==> src/rtl/display_pkg.sv <==
// Shared types and constants for the seven-segment scan display.
// Segment codes are active-low {g,f,e,d,c,b,a}.
package display_pkg;

  typedef logic [6:0] seg_t;

  localparam seg_t HexSeg [16] = '{
    7'h40, 7'h79, 7'h24, 7'h30, 7'h19, 7'h12, 7'h02, 7'h78,
    7'h00, 7'h10, 7'h08, 7'h03, 7'h46, 7'h21, 7'h06, 7'h0E
  };

  function automatic int unsigned dwell_cycles(input int unsigned clk_hz,
                                               input int unsigned scan_hz);
    return clk_hz / scan_hz;
  endfunction

endpackage

==> src/rtl/hex_to_seg.sv <==
// Combinational hex nibble to active-low seven-segment lookup.
module hex_to_seg
  import display_pkg::*;
(
  input  logic [3:0] nib_i,
  output seg_t       seg_o
);

  assign seg_o = HexSeg[nib_i];

endmodule

==> src/rtl/scan_display_ctrl.sv <==
// Time-multiplexed seven-segment scan controller with tear-free shadow/active
// display buffers swapped at frame boundaries.
module scan_display_ctrl
  import display_pkg::*;
#(
  parameter int unsigned CLK_HZ  = 100_000_000,
  parameter int unsigned SCAN_HZ = 1000,
  parameter int unsigned GUARD   = 16,
  parameter int unsigned NDIG    = 8
) (
  input  logic        clk,
  input  logic        rst,
  input  logic [31:0] data,
  input  logic [7:0]  dp,
  input  logic [7:0]  blank,
  input  logic        load,
  input  logic        enb,
  output logic [2:0]  digit_sel,
  output logic        an_en,
  output logic [6:0]  seg_n,
  output logic        dp_n,
  output logic        scan_tick,
  output logic        frame_done
);

  localparam int unsigned Dwell  = dwell_cycles(CLK_HZ, SCAN_HZ);
  localparam int unsigned PrescW = $clog2(Dwell);
  localparam logic [PrescW-1:0] PrescLast = PrescW'(Dwell - 1);
  localparam logic [PrescW-1:0] PrescGuard = PrescW'(GUARD);
  localparam logic [2:0] DigitLast = 3'(NDIG - 1);

  logic [PrescW-1:0] presc_q, presc_d;
  logic [2:0]        digit_q, digit_d;
  logic [31:0]       sh_data_q, sh_data_d, act_data_q, act_data_d;
  logic [7:0]        sh_dp_q, sh_dp_d, act_dp_q, act_dp_d;
  logic [7:0]        sh_blank_q, sh_blank_d, act_blank_q, act_blank_d;
  logic              pending_q, pending_d;
  logic              an_en_q, an_en_d;
  logic              dp_n_q, dp_n_d;
  logic              tick_q, tick_d;
  logic              fdone_q, fdone_d;
  seg_t              seg_q, seg_d, seg_lut;
  logic [3:0]        nib;
  logic              step, wrap;

  always_comb begin
    step = (presc_q == PrescLast);
    wrap = step && (digit_q == DigitLast);

    presc_d = step ? '0 : presc_q + 1'b1;
    digit_d = digit_q;
    if (step) digit_d = wrap ? 3'd0 : digit_q + 3'd1;

    // The swap uses the shadow as it stood before any load in this same cycle.
    act_data_d  = act_data_q;
    act_dp_d    = act_dp_q;
    act_blank_d = act_blank_q;
    if (wrap && pending_q) begin
      act_data_d  = sh_data_q;
      act_dp_d    = sh_dp_q;
      act_blank_d = sh_blank_q;
    end

    sh_data_d  = load ? data  : sh_data_q;
    sh_dp_d    = load ? dp    : sh_dp_q;
    sh_blank_d = load ? blank : sh_blank_q;
    pending_d  = load | (pending_q & ~wrap);

    nib     = act_data_d[{digit_d, 2'b00} +: 4];
    an_en_d = enb & (presc_d >= PrescGuard) & ~act_blank_d[digit_d];
    seg_d   = an_en_d ? seg_lut : 7'h7F;
    dp_n_d  = an_en_d ? ~act_dp_d[digit_d] : 1'b1;
    tick_d  = (presc_d == PrescLast);
    fdone_d = tick_d && (digit_d == DigitLast);
  end

  hex_to_seg u_hex_to_seg (
    .nib_i (nib),
    .seg_o (seg_lut)
  );

  always_ff @(posedge clk) begin
    if (rst) begin
      presc_q     <= '0;
      digit_q     <= '0;
      sh_data_q   <= '0;
      sh_dp_q     <= '0;
      sh_blank_q  <= 8'hFF;
      act_data_q  <= '0;
      act_dp_q    <= '0;
      act_blank_q <= 8'hFF;
      pending_q   <= 1'b0;
      an_en_q     <= 1'b0;
      seg_q       <= 7'h7F;
      dp_n_q      <= 1'b1;
      tick_q      <= 1'b0;
      fdone_q     <= 1'b0;
    end else begin
      presc_q     <= presc_d;
      digit_q     <= digit_d;
      sh_data_q   <= sh_data_d;
      sh_dp_q     <= sh_dp_d;
      sh_blank_q  <= sh_blank_d;
      act_data_q  <= act_data_d;
      act_dp_q    <= act_dp_d;
      act_blank_q <= act_blank_d;
      pending_q   <= pending_d;
      an_en_q     <= an_en_d;
      seg_q       <= seg_d;
      dp_n_q      <= dp_n_d;
      tick_q      <= tick_d;
      fdone_q     <= fdone_d;
    end
  end

  assign digit_sel  = digit_q;
  assign an_en      = an_en_q;
  assign seg_n      = seg_q;
  assign dp_n       = dp_n_q;
  assign scan_tick  = tick_q;
  assign frame_done = fdone_q;

endmodule
==> config.mk <==
export PLATFORM = sky130hd
export DESIGN_NAME = scan_display_ctrl
export DESIGN_NICKNAME = d
export VERILOG_FILES = /design/src/rtl/display_pkg.sv /design/src/rtl/hex_to_seg.sv /design/src/rtl/scan_display_ctrl.sv
export SDC_FILE = /design/constraint.sdc
export NUM_CORES = 1
export LEC_CHECK = 0
export ABC_CLOCK_PERIOD_IN_PS = 9200
export BUFFER_PORTS_ARGS = -buffer_cell sky130_fd_sc_hd__buf_2
export CAP_MARGIN = 20
export CORE_MARGIN = 2
export CORE_UTILIZATION = 50
export DETAILED_ROUTE_END_ITERATION = 8
export HOLD_SLACK_MARGIN = 0.15
export PLACE_DENSITY = 0.73
export SYNTH_ARGS = -nofsm -noshare
export SYNTH_HDL_FRONTEND = slang
export SYNTH_SLANG_ARGS = --single-unit
==> constraint.sdc <==
create_clock -name clk -period 9.2 [get_ports clk]
set_input_delay 1.84 -clock clk [delete_from_list [all_inputs] [get_ports clk]]
set_output_delay 1.84 -clock clk [all_outputs]
set_load 0.05 [all_outputs]
# Yosys cells after proc, flatten, opt, wreduce, memory -nomap -nowiden
# Memories as Yosys holds them, arrays and structs flattened. A register that Yosys moved wholly into a read port is not among the register bits.
# Index checks and enable logic that the tools add are counted.
[word_totals] ff_bits=121 rom_bits=112 out_inout_bits=14 elab_cells=46 n_memories=1
[memory_table] name="(name not given)" words=16 width=7 read_ports=1 rd_ports_with_merged_regs=1 write_ports=0 line="hex_to_seg.sv:9" source="assign seg_o = HexSeg[nib_i];"
[op_classes] addsub=2 magnitude_cmp=2 eq_ne=4 n_shift=1 n_mux=10 bitwise=9 reduce_logical=4
[ops] cell="$eq 17x17->1 const B" count=2
[ops] cell="$mux 32" count=1
[ops] cell="$shiftx 32x6->4" count=1
[ops] cell="$add 17x1->17 const B" count=1
[ops] cell="$ge 17x5->1 const B" count=1
[ops] cell="$mux 17" count=1
[ops] cell="$mux 8" count=2
[ops] cell="$bmux 1 s3" count=2
[ops] cell="$eq 3x3->1 const B" count=2
[ops] cell="$mux 3" count=2
[ops] cell="$not 4->5" count=1
[ops] cell="$lt 3x4->1 const B" count=1
[ops] cell="$not 1->1" count=4
[ops] cell="$add 3x1->3 const B" count=1
[ops] cell="$and 1x1->1" count=3
[ops] cell="$logic_and 1x1->1" count=3
[ops] cell="$mux 1" count=2
[ops] cell="$reduce_or 2->1" count=1
[ops] cell="$or 1x1->1" count=1

# Depth between registers and ports, before layout
# Gate-level depths: netlist (run 1).
[logic_depth] ltp_word=10 ltp_mapped=16

# Modules after synthesis
# Synthesis (run 1) repeated with hierarchy kept, for this count alone.
[unflattened] hier_cells=712 area_unflattened_um2=6361.1
[modules_own_cells] module="scan_display_ctrl" instances=1 cells_per_inst=681 area_each_um2=6098.3 seq_area_each_um2=2562.5
[modules_own_cells] module="hex_to_seg" instances=1 cells_per_inst=31 area_each_um2=262.8 seq_area_each_um2=0.0

# Worst setup path before layout (run 1)
# OpenSTA, ideal clock, no wires.
[synth_timing] path_type="reg-to-reg" startpoint="register digit_q[1] (netlist: digit_sel[1])" endpoint="register seg_q[4] (netlist: seg_n[4])" arrival_time_ns=3.534 required_time_ns=9.067 slack_ns=5.533 path_stages_with_launch=16 n_path_buf=2 synth_period_minus_slack_ns=3.667 path_cell_list="dfxtp_1 > ha_1 > ha_1 > and2_1 > clkbuf_1 > nand3_2 > buf_6 > mux2i_1 > o221a_4 > o21a_1 > a311oi_4 > inv_1 > ha_1 > and3_1 > o21ba_1 > o221ai_1"
[synth_between] elab_chain_cells=10 word_cells_on_any_way=16
[synth_lines] element="start, declared" line="scan_display_ctrl.sv:33" source="logic [2:0] digit_q, digit_d;"
[synth_lines] element="start signal, assigned" line="scan_display_ctrl.sv:100" source="digit_q <= digit_d;"
[synth_lines] element="branches (longest 10 deep; another with $add 3x1->3)"
[synth_lines] element="end, declared" line="scan_display_ctrl.sv:42" source="seg_t seg_q, seg_d, seg_lut;"
# Parallel ways; which one is timed is not known. The select of a mux whose other input is x is not followed.
# A chain may end at the register's enable or synchronous reset.

# Worst setup path in the final report (run 1)
[layout_timing] startpoint="register presc_q[0]" endpoint="register seg_q[4] (netlist: seg_n[4])"
[layout_between] elab_chain_cells=10 word_cells_on_any_way=19
[layout_lines] element="start, declared" line="scan_display_ctrl.sv:32" source="logic [PrescW-1:0] presc_q, presc_d;"
[layout_lines] element="start signal, assigned" line="scan_display_ctrl.sv:99" source="presc_q <= presc_d;"
[layout_lines] element="branches (longest 10 deep; another with $add 17x1->17)"
# Parallel ways; which one is timed is not known. The select of a mux whose other input is x is not followed.

==> results.cfg, run 1 <==
[power_and_ir_drop]
swShare_pct = 21.0
p_leak_nw = 2.92
ir_drop_mv = 0.170
power_switching_mw = 0.283
p_comb_share_pct = 3.7
seqPwrFrac_pct = 43.0
power.density_nw_per_um2 = 193
power.internal_mw = 1.06
design_power_total_mw = 1.35
pwr-share-clk_pct = 53.3

[place]
dpl_cell_area_sq_um = 6320
post-place-ws_ps = 4690
port_buffers = 65
gp_congestion = 0.916
hpwl_um = 9990

[timing]
drv_slew = 0
hold_viol = 0
post-route-period-util_pct = 49.6
tns_ps = 0
fin_worst_skew_ps = 12.4
relSlewSlack_pct = 31.0
tightest_slew_ps = 1030
rsz0062_at_grt = no
finalSetupViolCount = 0
setup_slack_ps = 4630
whs_ps = 454
fmax_mhz = 219
min_period_ps = 4570

[floorplanning]
die_w_um = 113
row_count = 39
initial_core_util_pct = 51.8
dieArea_sq_um = 12800
io_pins = 66
core_area_sq_um = 11500
die_h_um = 113

[clock_network]
clk-insertion-delay-late_ps = 420
cts_tree = built
clock-root-buffer = clkbuf_16
cts.sinks = 128
clk_pin_slew_ps = 60
cts.repair.resized = 0
cts_buffers = 17
htree_levels = 4
ctsLongestPathBuffers = 2
cts_setup_buffers = 0
ctsHoldBuffers = 0

[final_layout]
nets = 763
drive_gt1_share_pct = 18.7
n_antenna_cell = 0
postLayoutCellArea_sq_um = 6950
area_growth_pct = 16.5
fillers = 979

[setup_path]
setup.worst_path.end = seg_n[4]
critPathArrivalTime_ps = 4810
crit_buf_inv = 1
r2r_end = seg_n[4]
r2r_setup_slack_ps = 4630
crit_required_ps = 9450
max_stage_delay_ps = 810
crit_top_cell = ha_1
path_cells = ha_1 -> nand4_2 -> nor3_2 -> nand3_2 -> mux2_1 -> a211oi_1 -> nor2b_1 -> o211ai_2 -> inv_1 -> ha_1 -> and3_1 -> o21ba_1 -> o221ai_1
r2r_start = presc_q[0]
cp-start-kind = flip-flop
crit_start = presc_q[0]
critPathCaptureType = flip-flop
worstRegToRegCells = 13
cp.depth = 13
cpMaxStageDelayCell = nand3_2
path_delay_family = simple AND/OR/NAND/NOR gates
critPathKind = reg -> reg
path_max_fanout = 38

[logic_synthesis]
synthesis.nets = 716
synth_cell_types = 77
synthArstFlopShare_pct = 0
synth_edf_count = 0
ys.flop_type = dfxtp_1
ys_seq_area_share_pct = 42.9
synth.cell_area_sq_um = 5970
syn_area_per_cell_sq_um = 9.09
synth_cells = 657
synth_seq_cells = 128
ys_warn_count = 0

[detailed_routing]
dr.first_iter.drc_count = 247
wl_um = 14300
dr_total_vias = 4928
drc = 0
detail-route-antenna-nets = 0
wl_per_cell_um = 16.7
vias_per_cell = 5.73
dr.pass1.iters = 5

[global_route]
grt_pass1_vias = 4895
grt_antenna_before_repair = 0
grt.overflow.total = 0
grt_pass1_wl_um = 23500
grt_use_total_pct = 23.2
grt_max_degree = 106

[flow_run]
maxCapViolCount = 0

[run_status]
status = finished, final reports clean

[worst_hold_path]
worstHoldPathType = reg -> reg
min_path_cells = 2
## layer usage
layer	up-vias	track usage [%]	share of wire, %
met1	2323	29.4	46
met4	0	11.9	2.7
met2	147	37.1	47
met3	36	5.46	4.9
met5	-	0	0
li1	2422	-	-
## power by group through the flow
stage               logic, mW  clock network (mW)  registers [mW]
finish                 0.0501               0.717           0.579
global route           0.0561               0.748           0.580
CTS                    0.0508               0.726           0.578
detailed placement     0.0502                   0           0.590
global placement       0.0483                   0           0.590
floorplan              0.0337                   0           0.586
## worst reg2reg max path: stages (launching register included)
cell,delay (ps)
dfxtp_1,370
ha_1,250
nand4_2,200
nor3_2,500
nand3_2,810
mux2_1,630
a211oi_1,330
nor2b_1,100
o211ai_2,310
inv_1,120
ha_1,260
and3_1,180
o21ba_1,210
o221ai_1,130
## Yosys cell counts, types with 4 or more instances
cell type	instances	area, sq um
nor2b_1	15	93.8
a211oi_1	4	30.0
nand4_1	13	81.3
inv_1	11	41.3
o21ai_1	7	35.0
o211ai_1	4	30.0
nand2_1	78	293
buf_2	7	35.0
a22oi_1	5	37.5
clkbuf_1	21	78.8
dfxtp_1	128	2560
and2_1	7	43.8
buf_1	7	26.3
o21a_1	7	52.6
a211o_1	11	96.3
xnor2_1	7	61.3
a21oi_1	37	185
mux2i_1	62	621
xor2_1	9	78.8
and3_1	6	37.5
mux2_2	5	56.3
nor4_1	4	25.0
nor3_1	9	45.0
ha_1	7	87.6
nand3b_1	8	60.1
o21ai_0	11	55.1
nand3_1	14	70.1
nor2_1	81	304
## how the worst min path moves through the flow
stage | endpoint | slack, ps | from
after floorplan | presc_q[0] | 420 | presc_q[0]
after global placement | presc_q[0] | 430 | presc_q[0]
after detailed placement | act_data_q[18] | 440 | act_data_q[18]
after CTS | act_data_q[18] | 450 | act_data_q[18]
after global routing | act_data_q[4] | 470 | act_data_q[4]
final | act_data_q[18] | 450 | act_data_q[18]
## state kept, by name (all words and copies together), names as in the netlist
signal       count
sh_blank_q       8
act_blank_q      8
act_data_q      32
dp_n             1
sh_dp_q          8
sh_data_q       32
frame_done       1
scan_tick        1
an_en            1
act_dp_q         8
pending_q        1
digit_sel        3
presc_q         17
seg_n            7
## logic make-up (layout without fill, tap and decap cells)
group | Yosys count | after routing | synth area share (%)
mux | 68 | 68 | 11.5
buf+inv | 52 | 112 | 3.98
xor+xnor | 16 | 16 | 2.35
compound gates | 124 | 124 | 15.4
simple gates | 262 | 262 | 22.4
fa+ha+maj | 7 | 7 | 1.47
flops | 128 | 128 | 42.9
## layout make-up
| type | instances | area, sq um | share of cell area (%) |
|---|---|---|---|
| tap | 143 | 179 | 2.57 |
| inverter | 11 | 41.3 | 0.594 |
| clock inverter | 12 | 181 | 2.61 |
| clock buffer | 20 | 457 | 6.57 |
| timing repair buffer | 69 | 358 | 5.15 |
| multi-input combinational | 477 | 3180 | 45.7 |
| sequential | 128 | 2560 | 36.8 |
## metrics by stage
| step | instances | util (%) |
|---|---|---|
| after floorplan | 657 | - |
| final | 860 | 60.4 |
| after global routing | 860 | 60.4 |
| after global placement | 828 | 54.8 |
| after CTS | 860 | 60.4 |
| after detailed placement | 828 | 54.8 |
## placed cells by master (no fill, tap or decap), drive strengths merged, types with 15 or more instances in the layout
master / instances
clkbuf: 20
nand2: 80
buf: 69
nor2: 84
mux2i: 62
dfxtp: 128
o21ai: 19
a21oi: 39
nand3: 15
nor2b: 15
No activity file was read; power rests on OpenSTA's default activity.
==> run 2: changes to the inputs <==
ABC_CLOCK_PERIOD_IN_PS = 3900   (was 9200)
PLACE_DENSITY = 0.75   (was 0.73)
clock period = 3.9 ns   (was 9.2 ns; I/O delays follow)
==> results.cfg, run 2 (synthesis results as in run 1) <==
[global_route]
busiest_layer = met2
grt.overflow.total = 0
grt_use_met2_pct = 41.8
use_met1_pct = 29.3
grt_pass1_vias = 5048
grt_pass1_wl_um = 24700
grt_use_total_pct = 24.4
grt_util_met3_pct = 6.64
grt_max_degree = 87
grt_antenna_before_repair = 0

[detailed_routing]
detail-route-antenna-nets = 0
drc = 0
dr_total_vias = 5040
wl_um = 15000
wl_per_cell_um = 17.2
vias_per_cell = 5.78
dr.first_iter.drc_count = 294
dr.pass1.iters = 5

[timing]
drv_slew = 0
rsz0062_at_grt = no
hold_viol = 0
finalSetupViolCount = 0
fmax_mhz = 267
whs_ps = 447
setup_slack_ps = 152
tns_ps = 0
min_period_ps = 3750
relSlewSlack_pct = 42.9
tightest_slew_ps = 857
post-route-period-util_pct = 96.1
fin_worst_skew_ps = 7.88

[clock_network]
clk-insertion-delay-late_ps = 420
clock-root-buffer = clkbuf_16
cts_setup_buffers = 0
clk_pin_slew_ps = 60
htree_levels = 4
cts.sinks = 128
cts_tree = built
cts_buffers = 17
ctsLongestPathBuffers = 2

[worst_hold_path]
worstHoldPathType = reg -> reg

[place]
dpl_cell_area_sq_um = 6410
port_buffers = 65
gp_congestion = 0.945
post-place-ws_ps = 148
hpwl_um = 10600

[final_layout]
most-common-layout-cells = dfxtp_1 (128), nor2_1 (81), nand2_1 (78), buf_2 (64), mux2i_1 (62)
nets = 775
finish.utilization_pct = 61.7
top_regs = act_data_q: 32 flops, sh_data_q: 32 flops, presc_q: 17 flops
n_antenna_cell = 0
drive_gt1_share_pct = 20.6
layout_commonest_cell = dfxtp_1
area_growth_pct = 19.1
postLayoutCellArea_sq_um = 7110

[floorplanning]
io_pins = 66
row_count = 39
core_area_sq_um = 11500
die_h_um = 113
die_w_um = 113
dieArea_sq_um = 12800
initial_core_util_pct = 51.8

[setup_path]
path_max_fanout = 10
critPathArrivalTime_ps = 4020
cp-start-kind = flip-flop
critPathKind = reg -> reg
critPathCaptureType = flip-flop
crit_required_ps = 4170

[power_and_ir_drop]
ir_drop_mv = 0.335
p_leak_nw = 3.00
power.density_nw_per_um2 = 468

[flow_run]
maxCapViolCount = 0

[run_status]
status = finished, final reports clean
-- run 2: timing repair --
item	CTS	global route
gates resized for setup	0	3
endpoints found under the setup margin	0	6
hold buffers	0	0
-- run 2: critical path: stages (launching register included) --
cell and delay, ps:
dfxtp_1 380, ha_1 270, and4_2 360, nand3_1 170
or4_4 480, and2_1 360, mux2i_1 210, o211a_1 280
a311oi_4 220, inv_1 120, ha_1 260, and3_1 170
o21ba_1 220, o221ai_1 110
-- run 2: stage by stage --
| step | power, mW | cells |
|---|---|---|
| after global routing | 3.42 | 872 |
| after CTS | 3.35 | 872 |
| after floorplan | 1.46 | 657 |
| final | 3.33 | 872 |
| after detailed placement | 1.51 | 840 |
| after global placement | 1.50 | 840 |
-- run 2: power by group --
group / internal [mW] / total [mW] / switching [mW]
Sequential: 1.34 / 1.37 / 0.0234
Combinational: 0.0572 / 0.119 / 0.0619
Clock: 1.25 / 1.84 / 0.589
Total: 2.65 / 3.33 / 0.674
-- run 2: layout make-up --
class / instances / area (sq um)
Tap cell: 143 / 179
Clock buffer: 20 / 467
Timing Repair Buffer: 81 / 448
Inverter: 11 / 41.3
Multi-Input combinational cell: 477 / 3190
Clock inverter: 12 / 226
Sequential cell: 128 / 2560
Fill cell: 1008 / 4410
-- run 2: path summary, 6_finish.rpt --
path | from | endpoint | slack [ps] | cells after the start
hold / removal | act_data_q[18] | act_data_q[18] | 450 | 2
hold reg to reg | act_data_q[18] | act_data_q[18] | 450 | 2
setup / recovery | presc_q[0] | seg_n[4] | 150 | 13
setup reg to reg | presc_q[0] | seg_n[4] | 150 | 13
-- run 2: metal layers --
layer  up-vias  wire, um
li1       2444         -
met3        27       806
met2       164      7240
met5         -         0
met4         0       295
met1      2405      6650
==> run 3: changes to the inputs <==
CTS_BUF_LIST = sky130_fd_sc_hd__clkbuf_8   (was default)
==> results.cfg, run 3 (synthesis results as in run 1) <==
[timing]
post-route-period-util_pct = 94.7
min_period_ps = 3690
whs_ps = 449
tns_ps = 0
finalSetupViolCount = 0
drv_slew = 0
rsz0062_at_grt = no
tightest_slew_ps = 847
fin_worst_skew_ps = 15.3
hold_viol = 0
fmax_mhz = 271
setup_slack_ps = 207
relSlewSlack_pct = 43.5

[detailed_routing]
wl_um = 14600
vias_per_cell = 5.72
drc = 0
wl_per_cell_um = 16.7
dr_total_vias = 4986
dr.first_iter.drc_count = 308
detail-route-antenna-nets = 0
dr.pass1.iters = 5

[clock_network]
ctsHoldBuffers = 0
clk-insertion-delay-late_ps = 450
cts_buffers = 17
cts_setup_buffers = 0
cts_tree = built
ctsLongestPathBuffers = 2
cts.sinks = 128
htree_levels = 4
clock-root-buffer = clkbuf_8
clk_pin_slew_ps = 70

[final_layout]
postLayoutCellArea_sq_um = 6920
n_antenna_cell = 0
instances_no_fill = 872
top_regs = act_data_q: 32 flops, sh_data_q: 32 flops, presc_q: 17 flops
area_growth_pct = 15.9
most-common-layout-cells = dfxtp_1 (128), nor2_1 (81), nand2_1 (78), buf_2 (64), mux2i_1 (62)
fillers = 1032
layout.area.seq_sq_um = 2560
drive_gt1_share_pct = 20.6
finish.utilization_pct = 60.1
nets = 775
multi_input_area_sq_um = 3190
layout_commonest_cell = dfxtp_1

[setup_path]
critPathKind = reg -> reg
path_max_fanout = 10
r2r_start = presc_q[0]
critPathCaptureType = flip-flop
r2r_setup_slack_ps = 210
r2r_end = seg_n[4]
path_cells = ha_1 -> and4_2 -> nand3_1 -> or4_4 -> and2_1 -> mux2i_1 -> or3b_1 -> o211ai_2 -> inv_1 -> ha_1 -> and3_1 -> o21ba_1 -> o221ai_1
path_delay_family = simple AND/OR/NAND/NOR gates
critPathArrivalTime_ps = 3990
max_stage_delay_ps = 480
crit_required_ps = 4200
worstRegToRegCells = 13
cpMaxStageDelayCell = or4_4
crit_top_cell = ha_1
crit_buf_inv = 1
cp-start-kind = flip-flop

[power_and_ir_drop]
power.density_nw_per_um2 = 418
design_power_total_mw = 2.89
p_leak_nw = 2.92
ir_drop_mv = 0.325

[place]
post-place-ws_ps = 148
hpwl_um = 10600
dpl_cell_area_sq_um = 6410
port_buffers = 65
gp_congestion = 0.945
placedCellCount = 840

[global_route]
grt_pass1_wl_um = 24200
grt_max_degree = 87
grt_antenna_before_repair = 0
grt_pass1_vias = 4987
grt.overflow.total = 0
grt_use_total_pct = 23.8

[floorplanning]
row_count = 39
dieArea_sq_um = 12800
initial_core_util_pct = 51.8
io_pins = 66
die_w_um = 113
core_area_sq_um = 11500
die_h_um = 113

[run_status]
status = finished, final reports clean

[worst_hold_path]
worstHoldPathType = reg -> reg
worstHoldStart = act_data_q[18]
min_path_cells = 2
min_to = act_data_q[18]

[flow_run]
maxCapViolCount = 0
run 3: cell counts in the layout (fill, tap and decap cells not counted):
Identical to the previous run, type by type.
run 3: layer usage:
metal  global-route usage (%)  share of wire [%]  wire length [um]
met1                     28.8                 45              6530
met2                     40.2                 48              6950
met3                     7.07                5.4               788
met4                     8.37                2.3               342
met5                        0                  0                 0
run 3: worst max-delay path by stage:
| stage | start | to | cells after the start |
|---|---|---|---|
| global route | presc_q[0] | seg_n[4] | 13 |
| floorplan | digit_sel[1] | seg_n[4] | 15 |
| CTS | presc_q[0] | seg_n[4] | 13 |
| detailed placement | presc_q[0] | seg_n[4] | 13 |
| finish | presc_q[0] | seg_n[4] | 13 |
| global placement | presc_q[0] | seg_n[4] | 13 |
run 3: cell type report:
cell class | instances | area share, %
clock buffer | 20 | 3.98
sequential | 128 | 37.0
multi-input combinational | 477 | 46.0
clock inverter | 12 | 3.27
tap | 143 | 2.59
inverter | 11 | 0.597
timing repair buffer | 81 | 6.47
run 3: power by group:
group	total [mW]	internal [mW]	leakage, nW	switching [mW]
registers	1.36	1.34	1.04	0.0225
logic	0.118	0.0571	1.63	0.0608
clock network	1.41	0.881	0.246	0.528
total	2.89	2.28	2.92	0.612
run 3: worst reg2reg max path: stages (launching register included):
cell and delay (ps):
dfxtp_1 370, ha_1 240, and4_2 350, nand3_1 170, or4_4 480, and2_1 360
mux2i_1 180, or3b_1 380, o211ai_2 160, inv_1 120, ha_1 240, and3_1 170
o21ba_1 220, o221ai_1 110
run 3: timing repair:
action / CTS / global route
setup endpoints to repair: 0 / 6
endpoints found under the hold margin: 0 / 0
gates resized for setup: 0 / 3
